## config.mk

```make
export PLATFORM = sky130hd
export DESIGN_NAME = rf_tx_serializer
export DESIGN_NICKNAME = d
export VERILOG_FILES = /design/src/rtl/rf_tx_pkg.sv /design/src/rtl/rf_tx_serializer_line_encoder.sv /design/src/rtl/rf_tx_serializer.sv
export SDC_FILE = /design/constraint.sdc
export NUM_CORES = 1
export LEC_CHECK = 0
export BUFFER_PORTS_ARGS = -buffer_cell sky130_fd_sc_hd__buf_2
export CAP_MARGIN = 0
export CORE_MARGIN = 4
export CORE_UTILIZATION = 57
export CTS_CLUSTER_SIZE = 24
export DETAILED_ROUTE_END_ITERATION = 6
export GPL_TIMING_DRIVEN = 0
export PLACE_DENSITY = 0.84
export SLEW_MARGIN = 40
export SYNTH_ARGS = -nofsm -noshare
export SYNTH_HDL_FRONTEND = slang
export SYNTH_HIERARCHICAL = 1
export SYNTH_SLANG_ARGS = --single-unit
```

## constraint.sdc

```tcl
create_clock -name clk -period 3.8 [get_ports clk]
set_input_delay 0.38 -clock clk [delete_from_list [all_inputs] [get_ports clk]]
set_output_delay 0.38 -clock clk [all_outputs]
set_load 0.02 [all_outputs]
```

## src/rtl/rf_tx_pkg.sv

```systemverilog
// Shared definitions for the RF transmit serializer: FSM states, frame geometry, line modes.
package rf_tx_pkg;

   typedef enum logic [2:0] {
      ST_IDLE     = 3'd0,
      ST_PREAMBLE = 3'd1,
      ST_DATA     = 3'd2,
      ST_PARITY   = 3'd3,
      ST_DONE     = 3'd4,
      ST_ABORT    = 3'd5
   } tx_state_e;

   localparam int FRAME_BITS = 41;
   localparam int PRE_BITS   = 8;
   localparam int DATA_BITS  = 32;

   localparam logic MODE_NRZ = 1'b0;
   localparam logic MODE_MAN = 1'b1;

   // States in which a frame bit is being driven onto the line.
   function automatic logic is_on_line(input tx_state_e s);
      return (s == ST_PREAMBLE) || (s == ST_DATA) || (s == ST_PARITY);
   endfunction

endpackage

```

## src/rtl/rf_tx_serializer_line_encoder.sv

```systemverilog
// Registered NRZ / Manchester line encoder; tx_out is a flop so the RF line never glitches.
module rf_line_encoder
   import rf_tx_pkg::*;
(
   input  logic clk,
   input  logic resetn,
   input  logic en,
   input  logic bit_val,
   input  logic half,
   input  logic mode,
   output logic tx_out
);

   logic tx_out_d;
   logic tx_out_q;

   // Manchester (802.3): '1' is low then high, '0' is high then low.
   always_comb begin
      tx_out_d = 1'b0;
      if (en) begin
         if (mode == MODE_MAN) tx_out_d = ~(bit_val ^ half);
         else                  tx_out_d = bit_val;
      end
   end

   always_ff @(posedge clk or negedge resetn) begin
      if (!resetn) tx_out_q <= 1'b0;
      else         tx_out_q <= tx_out_d;
   end

   assign tx_out = tx_out_q;

endmodule

```

## src/rtl/rf_tx_serializer.sv

```systemverilog
// Frames a 32-bit word (preamble, data, even parity) onto a single-wire RF line.
//
// state    | meaning
// ---------+-------------------------------------------------
// IDLE     | line low, waiting for a powered start edge
// PREAMBLE | sending the 8-bit sync pattern, MSB first
// DATA     | sending the latched 32-bit payload, MSB first
// PARITY   | sending the even-parity bit
// DONE     | one cycle, pulses rf_tx_done
// ABORT    | one cycle after power loss, pulses tx_abort
module rf_tx_serializer
   import rf_tx_pkg::*;
#(
   parameter int         CLKS_PER_BIT = 4,
   parameter logic [7:0] PREAMBLE     = 8'hA5
) (
   input  logic        clk,
   input  logic        resetn,
   input  logic        rf_tx_start,
   input  logic        rf_tx_mode,
   input  logic        rf_power_domain,
   input  logic [31:0] rf_tx_data,
   output logic        rf_tx_done,
   output logic        tx_out,
   output logic        tx_en,
   output logic        tx_busy,
   output logic        tx_abort
);

   localparam int                CYC_W     = (CLKS_PER_BIT > 2) ? $clog2(CLKS_PER_BIT) : 1;
   localparam logic [CYC_W-1:0]  CYC_LAST  = CYC_W'(CLKS_PER_BIT - 1);
   localparam logic [CYC_W-1:0]  CYC_HALF  = CYC_W'(CLKS_PER_BIT / 2);
   localparam logic [5:0]        PRE_LAST  = 6'(PRE_BITS - 1);
   localparam logic [5:0]        DATA_LAST = 6'(DATA_BITS - 1);

   tx_state_e        state_q, state_d;
   logic             start_q;
   logic [CYC_W-1:0] cyc_q, cyc_d;
   logic [5:0]       idx_q, idx_d;
   logic [31:0]      data_q, data_d;
   logic             mode_q, mode_d;
   logic             par_q, par_d;

   logic launch;
   logic bit_end;
   logic line_bit;
   logic line_en;
   logic line_half;

   assign launch  = rf_tx_start & ~start_q & rf_power_domain & (state_q == ST_IDLE);
   assign bit_end = (cyc_q == CYC_LAST);

   always_comb begin
      state_d = state_q;
      cyc_d   = cyc_q;
      idx_d   = idx_q;
      data_d  = data_q;
      mode_d  = mode_q;
      par_d   = par_q;
      case (state_q)
         ST_IDLE: begin
            cyc_d = '0;
            idx_d = '0;
            if (launch) begin
               state_d = ST_PREAMBLE;
               data_d  = rf_tx_data;
               mode_d  = rf_tx_mode;
               par_d   = ^rf_tx_data;
            end
         end
         ST_PREAMBLE, ST_DATA, ST_PARITY: begin
            // Power loss outranks a coincident end of the last bit.
            if (!rf_power_domain) begin
               state_d = ST_ABORT;
               cyc_d   = '0;
               idx_d   = '0;
            end else if (bit_end) begin
               cyc_d = '0;
               idx_d = idx_q + 6'd1;
               if (state_q == ST_PREAMBLE && idx_q == PRE_LAST) begin
                  state_d = ST_DATA;
                  idx_d   = '0;
               end else if (state_q == ST_DATA && idx_q == DATA_LAST) begin
                  state_d = ST_PARITY;
                  idx_d   = '0;
               end else if (state_q == ST_PARITY) begin
                  state_d = ST_DONE;
                  idx_d   = '0;
               end
            end else begin
               cyc_d = cyc_q + CYC_W'(1);
            end
         end
         ST_DONE, ST_ABORT: begin
            state_d = ST_IDLE;
            cyc_d   = '0;
            idx_d   = '0;
         end
         default: begin
            state_d = ST_IDLE;
            cyc_d   = '0;
            idx_d   = '0;
         end
      endcase
   end

   // The encoder registers its output, so it is fed the next-cycle bit.
   always_comb begin
      line_bit = 1'b0;
      case (state_d)
         ST_PREAMBLE: line_bit = PREAMBLE[3'(3'd7 - idx_d[2:0])];
         ST_DATA:     line_bit = data_d[5'(5'd31 - idx_d[4:0])];
         ST_PARITY:   line_bit = par_d;
         default:     line_bit = 1'b0;
      endcase
   end

   assign line_en   = is_on_line(state_d);
   assign line_half = (cyc_d >= CYC_HALF);

   always_ff @(posedge clk or negedge resetn) begin
      if (!resetn) begin
         state_q <= ST_IDLE;
         start_q <= 1'b0;
         cyc_q   <= '0;
         idx_q   <= '0;
         data_q  <= '0;
         mode_q  <= MODE_NRZ;
         par_q   <= 1'b0;
      end else begin
         state_q <= state_d;
         start_q <= rf_tx_start;
         cyc_q   <= cyc_d;
         idx_q   <= idx_d;
         data_q  <= data_d;
         mode_q  <= mode_d;
         par_q   <= par_d;
      end
   end

   rf_line_encoder u_line_encoder (
      .clk     (clk),
      .resetn  (resetn),
      .en      (line_en),
      .bit_val (line_bit),
      .half    (line_half),
      .mode    (mode_d),
      .tx_out  (tx_out)
   );

   assign tx_en      = is_on_line(state_q);
   assign tx_busy    = is_on_line(state_q);
   assign rf_tx_done = (state_q == ST_DONE);
   assign tx_abort   = (state_q == ST_ABORT);

endmodule

```

# == Word level (Yosys, flattened, before mapping) ==
# Memory sizes are Yosys's and may differ from the RTL's.
# Cells that the tools add are included.
# totals
output_inout_bits,5
rom_bits,8
memories,1
in_bits,37
wordCells,72
register_bits,47
# mem_list
name,depth,width,rd,rd_clocked_by_memory_dff,wr,line_no,rtl
(name not given),8,1,1,0,0,rf_tx_serializer.sv:111,ST_PREAMBLE: line_bit = PREAMBLE[3'(3'd7 - idx_d[2:0])];
# classes
n_eq_ne,12
addsub,4
n_reduce_logical,9
n_mux,28
n_bitwise,6
magnitude_cmp,3
# op_table
operator,count
$mux 32,2
$mux 6,6
$reduce_xor 32->1,1
$mux 3,6
$eq 3x2->1 const B,4
$mux 1,8
$add 6x1->6 const B,1
$eq 3x1->1 const B,2
$eq 3x3->1 const B,2
$eq 6x3->1 const B,1
$eq 6x5->1 const B,1
$lt 5x6->1 const B,1
$mux 2,3
$pmux 3 s2,1
$bmux 1 s5,1
$sub 5x5->5 const A,1
$logic_or 1x1->1,4
$lt 3x4->1 const B,1
$and 1x1->1,3
$logic_not 3->1,1
$ne 3x3->1 const B,1
$pmux 1 s3,1
$reduce_or 3->1,1
$sub 3x3->3 const A,1
other kinds (6),8

# == Depth between registers and ports, before layout ==
# logic_depth
word_depth,15
ltp_mapped,12
depth_no_buf,12

# == By module ==
# Netlist, hierarchy kept.
# modules_own_cells
mod,n_inst,cells_each,area_per_inst_um2,seq_area_each_um2
rf_tx_serializer,1,238,2668.8,1151.1
rf_line_encoder,1,5,51.3,25.0

# == Worst setup path before layout ==
# OpenSTA, ideal clock, no wires.
# synth_timing
path_type,register to register
startpoint,reg state_q[1]
endpoint,"reg u_line_encoder.tx_out_q, in the netlist u_line_encoder/tx_out"
stages_incl_launch_ff,13
t_required_ns,3.724
n_path_buf,2
synth_period_minus_slack_ns,2.787
arrival_ns,2.711
slack_ns,1.013
setup_time_ns,0.076
cell_sequence,dfrtp_1 buf_6 or4b_4 a211o_1 nand3_4 buf_12 mux2i_1 nor4_1 a2111oi_0 a211oi_1 o2bb2ai_1 nand4bb_1 o21ai_1
# synth_between
elab_chain_len,15
elab_cells_between_ends,45
classes_between,add/sub (2); order compare (1); eq/ne (6); mux (26); bitwise (3); reduce/logical (6); memory (1)
# synth_lines
item,line_no,rtl
"start, declared",rf_tx_serializer.sv:36,"tx_state_e state_q, state_d;"
"start signal, assigned",rf_tx_serializer.sv:131,state_q <= state_d;
$eq 3x2->1 (on tied branches),"rf_tx_serializer.sv:60, rf_tx_serializer.sv:86, rf_tx_serializer.sv:83",
$mux 6 or $logic_and 1x1->1 (tied branches),"rf_tx_serializer.sv:86, rf_tx_serializer.sv:83",
$mux 6,rf_tx_serializer.sv:83,end else if (state_q == ST_DATA && idx_q == DATA_LAST) begin
$mux 6,rf_tx_serializer.sv:80,if (state_q == ST_PREAMBLE && idx_q == PRE_LAST) begin
$mux 6,rf_tx_serializer.sv:77,end else if (bit_end) begin
$mux 6,rf_tx_serializer.sv:73,if (!rf_power_domain) begin
$mux 6,rf_tx_serializer.sv:60,case (state_q)
$sub 5x5->5 or $sub 3x3->3 (tied branches),"rf_tx_serializer.sv:112, rf_tx_serializer.sv:111",
$bmux 1 s5 or $mem_v2 8x1 (tied branches),n/a,
$mux 1 (on tied branches),"rf_tx_serializer.sv:112, rf_tx_serializer.sv:111",
$pmux 1 s3 *,rf_tx_serializer.sv:110,case (state_d)
named net line_bit,rf_tx_serializer.sv:46,logic line_bit;
$xor 1x1->1,rf_tx_serializer_line_encoder.sv:21,if (mode == MODE_MAN) tx_out_d = ~(bit_val ^ half);
$not 1->1,rf_tx_serializer_line_encoder.sv:21,
$mux 1 *,rf_tx_serializer_line_encoder.sv:21,
$mux 1 *,rf_tx_serializer_line_encoder.sv:20,if (en) begin
named net u_line_encoder.tx_out_d,rf_tx_serializer_line_encoder.sv:14,logic tx_out_d;
"end signal, assigned",rf_tx_serializer_line_encoder.sv:28,else tx_out_q <= tx_out_d;
"end, declared",rf_tx_serializer_line_encoder.sv:15,logic tx_out_q;
# Mark *: on every way through the listed nets, which the timed path passes. The rest lies on a longest branch. The select of a mux whose other input is x is not followed.
# A chain may end at the register's enable or synchronous reset.

# == Final worst setup path ==
# layout_timing
startpoint,reg idx_q[0]
endpoint,"reg u_line_encoder.tx_out_q, in the netlist u_line_encoder/tx_out"
# layout_between
elab_chain_len,15
elab_cells_between_ends,32
classes_between,add/sub (3); eq/ne (5); mux (17); bitwise (2); reduce/logical (4); memory (1)
# layout_lines
item,line_no,rtl
"start, declared",rf_tx_serializer.sv:39,"logic [5:0] idx_q, idx_d;"
"start signal, assigned",rf_tx_serializer.sv:134,idx_q <= idx_d;
$add 6x1->6 or $eq 6x5->1 (tied branches),"rf_tx_serializer.sv:79, rf_tx_serializer.sv:83",
$mux 6 or $logic_and 1x1->1 (tied branches),"rf_tx_serializer.sv:86, rf_tx_serializer.sv:83",
$mux 6,rf_tx_serializer.sv:83,
$mux 6,rf_tx_serializer.sv:80,
$mux 6,rf_tx_serializer.sv:77,
$mux 6,rf_tx_serializer.sv:73,
$mux 6,rf_tx_serializer.sv:60,
$sub 5x5->5 or $sub 3x3->3 (tied branches),"rf_tx_serializer.sv:112, rf_tx_serializer.sv:111",
$bmux 1 s5 or $mem_v2 8x1 (tied branches),n/a,
$mux 1 (on tied branches),"rf_tx_serializer.sv:112, rf_tx_serializer.sv:111",
$pmux 1 s3 *,rf_tx_serializer.sv:110,
named net line_bit,rf_tx_serializer.sv:46,
$xor 1x1->1,rf_tx_serializer_line_encoder.sv:21,
$not 1->1,rf_tx_serializer_line_encoder.sv:21,
$mux 1 *,rf_tx_serializer_line_encoder.sv:21,
$mux 1 *,rf_tx_serializer_line_encoder.sv:20,
named net u_line_encoder.tx_out_d,rf_tx_serializer_line_encoder.sv:14,
# Marked as above.

==> flow_summary.yaml <==
run_status:
  outcome: "finished, final reports clean"
synthesis:
  ys.flop_type: "dfrtp_1"
  syn_area_per_cell_um2: 11.2
  yosys.area_share.simple: 0.119
  synthesis.area_um2: 2720
  async_flop_share: 1.00
  netlist-cell-type-count: 53
  syn_inst: 243
  synth-compound-area-share: 0.0971
  ys_seq_area_frac: 0.432
  yosys_warnings: 6
  synth_top_family_by_area: "multiplexers"
  synthMuxAreaShare: 0.195
  synth_edf_count: 0
  yosys.area_share.adder: 0.00920
  synth_seq_cells: 47
  synth_xor_xnor_area_share: 0.109
  syn-num-nets: 282
clocking:
  htree_num_levels: 2
  insertion_delay_ns: 0.30
  cts_buffers: 5
  clockRootBuffer: "clkbuf_8"
  clkSlewWorstSetupHoldPaths_ns: 0.08
  post_cts_resize_count: 0
  clock_path_buffers: 2
  cts_setup_buffers: 0
  postCtsHoldBufs: 0
  tritoncts: "done"
  cts_sinks: 47
die:
  initial_utilization: 0.608
  rows: 24
  die_area_um2: 5940
  io_pins: 42
  fp.coreArea_um2: 4470
  die_h_um: 77.1
  dieWidth_um: 77.1
critical_path:
  cp_data_arrival_time_ns: 3.64
  cp_max_fo: 10
  cp-end-kind: "flop"
  cp-start-kind: "flop"
  worstSetupPathType: "reg -> reg"
  crit_required_ns: 4.02
route:
  antenna_left: 0
  wire_per_inst_um: 17.0
  vias: 2009
  wirelength_um: 5830
  drcViolationCount: 0
  drtIter0Drc: 125
  routed_via_density: 5.87
  dr.pass1.iters: 4
timing:
  max_freq_mhz: 292
  worstMarginPinSlew_ns: 0.740
  maxSlewViolCount: 0
  setup_viol: 0
  whs_ns: 0.0775
  rsz0062_at_grt: "false"
  finalClockSkew_ns: 0.00761
  period_needed_ns: 3.42
  maxSlewHeadroom: 0.506
  fin_crit_sh: 0.900
  fin_setup_tns_ns: 0
  hold_viol: 0
  postLayoutSetupSlackWorst_ns: 0.378
global_route:
  grt_usage: 0.217
  antenna_found_initial: 0
  grt_pass1_wl_um: 10200
  grt_overflow_total: 0
  grt_max_degree: 48
  grt_pass1_vias: 2146
placement:
  dpl-instance-area_um2: 2990
  hpwl_um: 4360
  dp_slack_ns: 0.524
  finalWeightedCongestion: 0.910
  io_buffers: 40
finish:
  synthToLayoutAreaGrowth_pct: 13.6
  fin_nets: 329
  final_layout_size_suffix_gt1_frac: 0.341
  num-fill-cells: 337
  n_antenna_cell: 0
  final_cell_area_um2: 3090
  multi_input_comb_area_um2: 1440
  seqCellArea_um2: 1180
pwr:
  p_leak_nw: 1.40
  ir_drop_mv: 0.307
  powerDensity_nw_per_um2: 572
hold_path:
  hp-class: "in -> async"
flow_run:
  maxCapViolations: 0
[report_power, final]
group | total [W] | internal (W) | switching [W]
clock | 0.000355 | 0.000193 | 0.000162
sequential | 0.000746 | 0.000694 | 0.0000517
combinational | 0.000668 | 0.000339 | 0.000329
total | 0.00177 | 0.00123 | 0.000543
[cell type report]
cell class | instances | area share
timing repair buffer | 40 | 0.0656
tap | 52 | 0.0211
inverter | 8 | 0.00972
buffer | 11 | 0.0239
multi-input combinational | 177 | 0.466
clock inverter | 1 | 0.00972
sequential | 47 | 0.381
clock buffer | 6 | 0.0235
[final timing paths]
kind / start / to / slack (ns) / cells after the start
setup / recovery: idx_q[0]$_DFF_PN0_ / u_line_encoder/tx_out$_DFF_PN0_ / 0.38 / 12
hold / removal: resetn / data_q[25]$_DFF_PN0_ / 0.08 / 1
setup reg to reg: idx_q[0]$_DFF_PN0_ / u_line_encoder/tx_out$_DFF_PN0_ / 0.38 / 12
hold reg to reg: cyc_q[0]$_DFF_PN0_ / cyc_q[0]$_DFF_PN0_ / 0.47 / 1
max in group asynchronous: resetn / data_q[8]$_DFF_PN0_ / 3.32 / 1
min in group clk: rf_tx_start / start_q$_DFF_PN0_ / 0.21 / 1
[synth_stat cells, types with 2 or more instances]
library cell	number	area share
and3_1	2	0.0046
xnor2_1	30	0.097
a22oi_1	4	0.011
o2bb2ai_1	2	0.0064
ha_1	2	0.0092
nand3_1	2	0.0037
mux2i_1	8	0.029
o21ai_0	4	0.0074
clkbuf_1	4	0.0055
buf_2	3	0.0055
o2111a_1	2	0.0083
nor2_1	7	0.0097
nor4_1	2	0.0046
nand2_1	19	0.026
a21oi_1	6	0.011
nor2b_1	3	0.0069
inv_1	8	0.011
nand2b_1	2	0.0046
and2_1	2	0.0046
o31a_1	2	0.0064
o211ai_1	3	0.0083
xor2_1	4	0.013
nor3_1	6	0.011
mux2_2	40	0.17
dfrtp_1	47	0.43
a211oi_1	2	0.0055
[kinds of logic (layout without fill, tap and decap cells)]
logic type	Yosys count	in the layout
simple gates	57	57
flops	47	47
mux	48	48
compound gates	36	36
fa+ha+maj	2	2
buf+inv	19	66
xor+xnor	34	34
[metrics by stage]
stage	cells	power [W]	utilization
6_report	342	0.00177	0.691
5_1_grt	342	0.00189	0.691
4_1_cts	342	0.00178	0.691
3_5_place_dp	335	0.00142	0.668
3_3_place_gp	335	0.00139	0.667
2_1_floorplan	243	0.00125	-
[critical path, cell delays in order (launching register included)]
cell and delay (ns):
dfrtp_1 0.41, ha_1 0.23, or4bb_1 0.50, a211o_1 0.33, nand3_4 0.17, buf_12 0.16
mux2i_1 0.23, nor4_1 0.08, a2111oi_0 0.56, a211oi_1 0.19, o2bb2ai_1 0.17, nand4bb_1 0.19
o21ai_1 0.10
[cells in the final DEF (no fill, tap or decap), types with 2 or more instances in the layout]
cell type / Yosys / layout
a211oi_1: 2 / 2
a21oi_1: 6 / 6
a22oi_1: 4 / 4
and2_1: 2 / 2
and3_1: 2 / 2
buf_2: 3 / 42
buf_4: 1 / 2
clkbuf_1: 4 / 5
clkbuf_8: 0 / 5
dfrtp_1: 47 / 47
ha_1: 2 / 2
inv_1: 8 / 8
mux2_2: 40 / 40
mux2i_1: 8 / 8
nand2_1: 19 / 19
nand2b_1: 2 / 2
nand3_1: 2 / 2
nor2_1: 7 / 7
nor2b_1: 3 / 3
nor3_1: 6 / 6
nor4_1: 2 / 2
o2111a_1: 2 / 2
o211ai_1: 3 / 3
o21ai_0: 4 / 4
o2bb2ai_1: 2 / 2
o31a_1: 2 / 2
xnor2_1: 30 / 30
xor2_1: 4 / 4
[routing by layer]
| layer | global-route usage | part of all wire |
|---|---|---|
| met2 | 0.374 | 0.51 |
| met1 | 0.267 | 0.43 |
| met3 | 0.0515 | 0.044 |
| met4 | 0.0694 | 0.012 |
| met5 | 0 | 0 |
[registers in the layout (all words and copies together) (netlist names)]
| signal | cells |
|---|---|
| u_line_encoder/tx_out | 1 |
| start_q | 1 |
| idx_q | 6 |
| mode_q | 1 |
| cyc_q | 2 |
| state_q | 3 |
| data_q | 32 |
| par_q | 1 |
(Power assumes the default switching activity.)
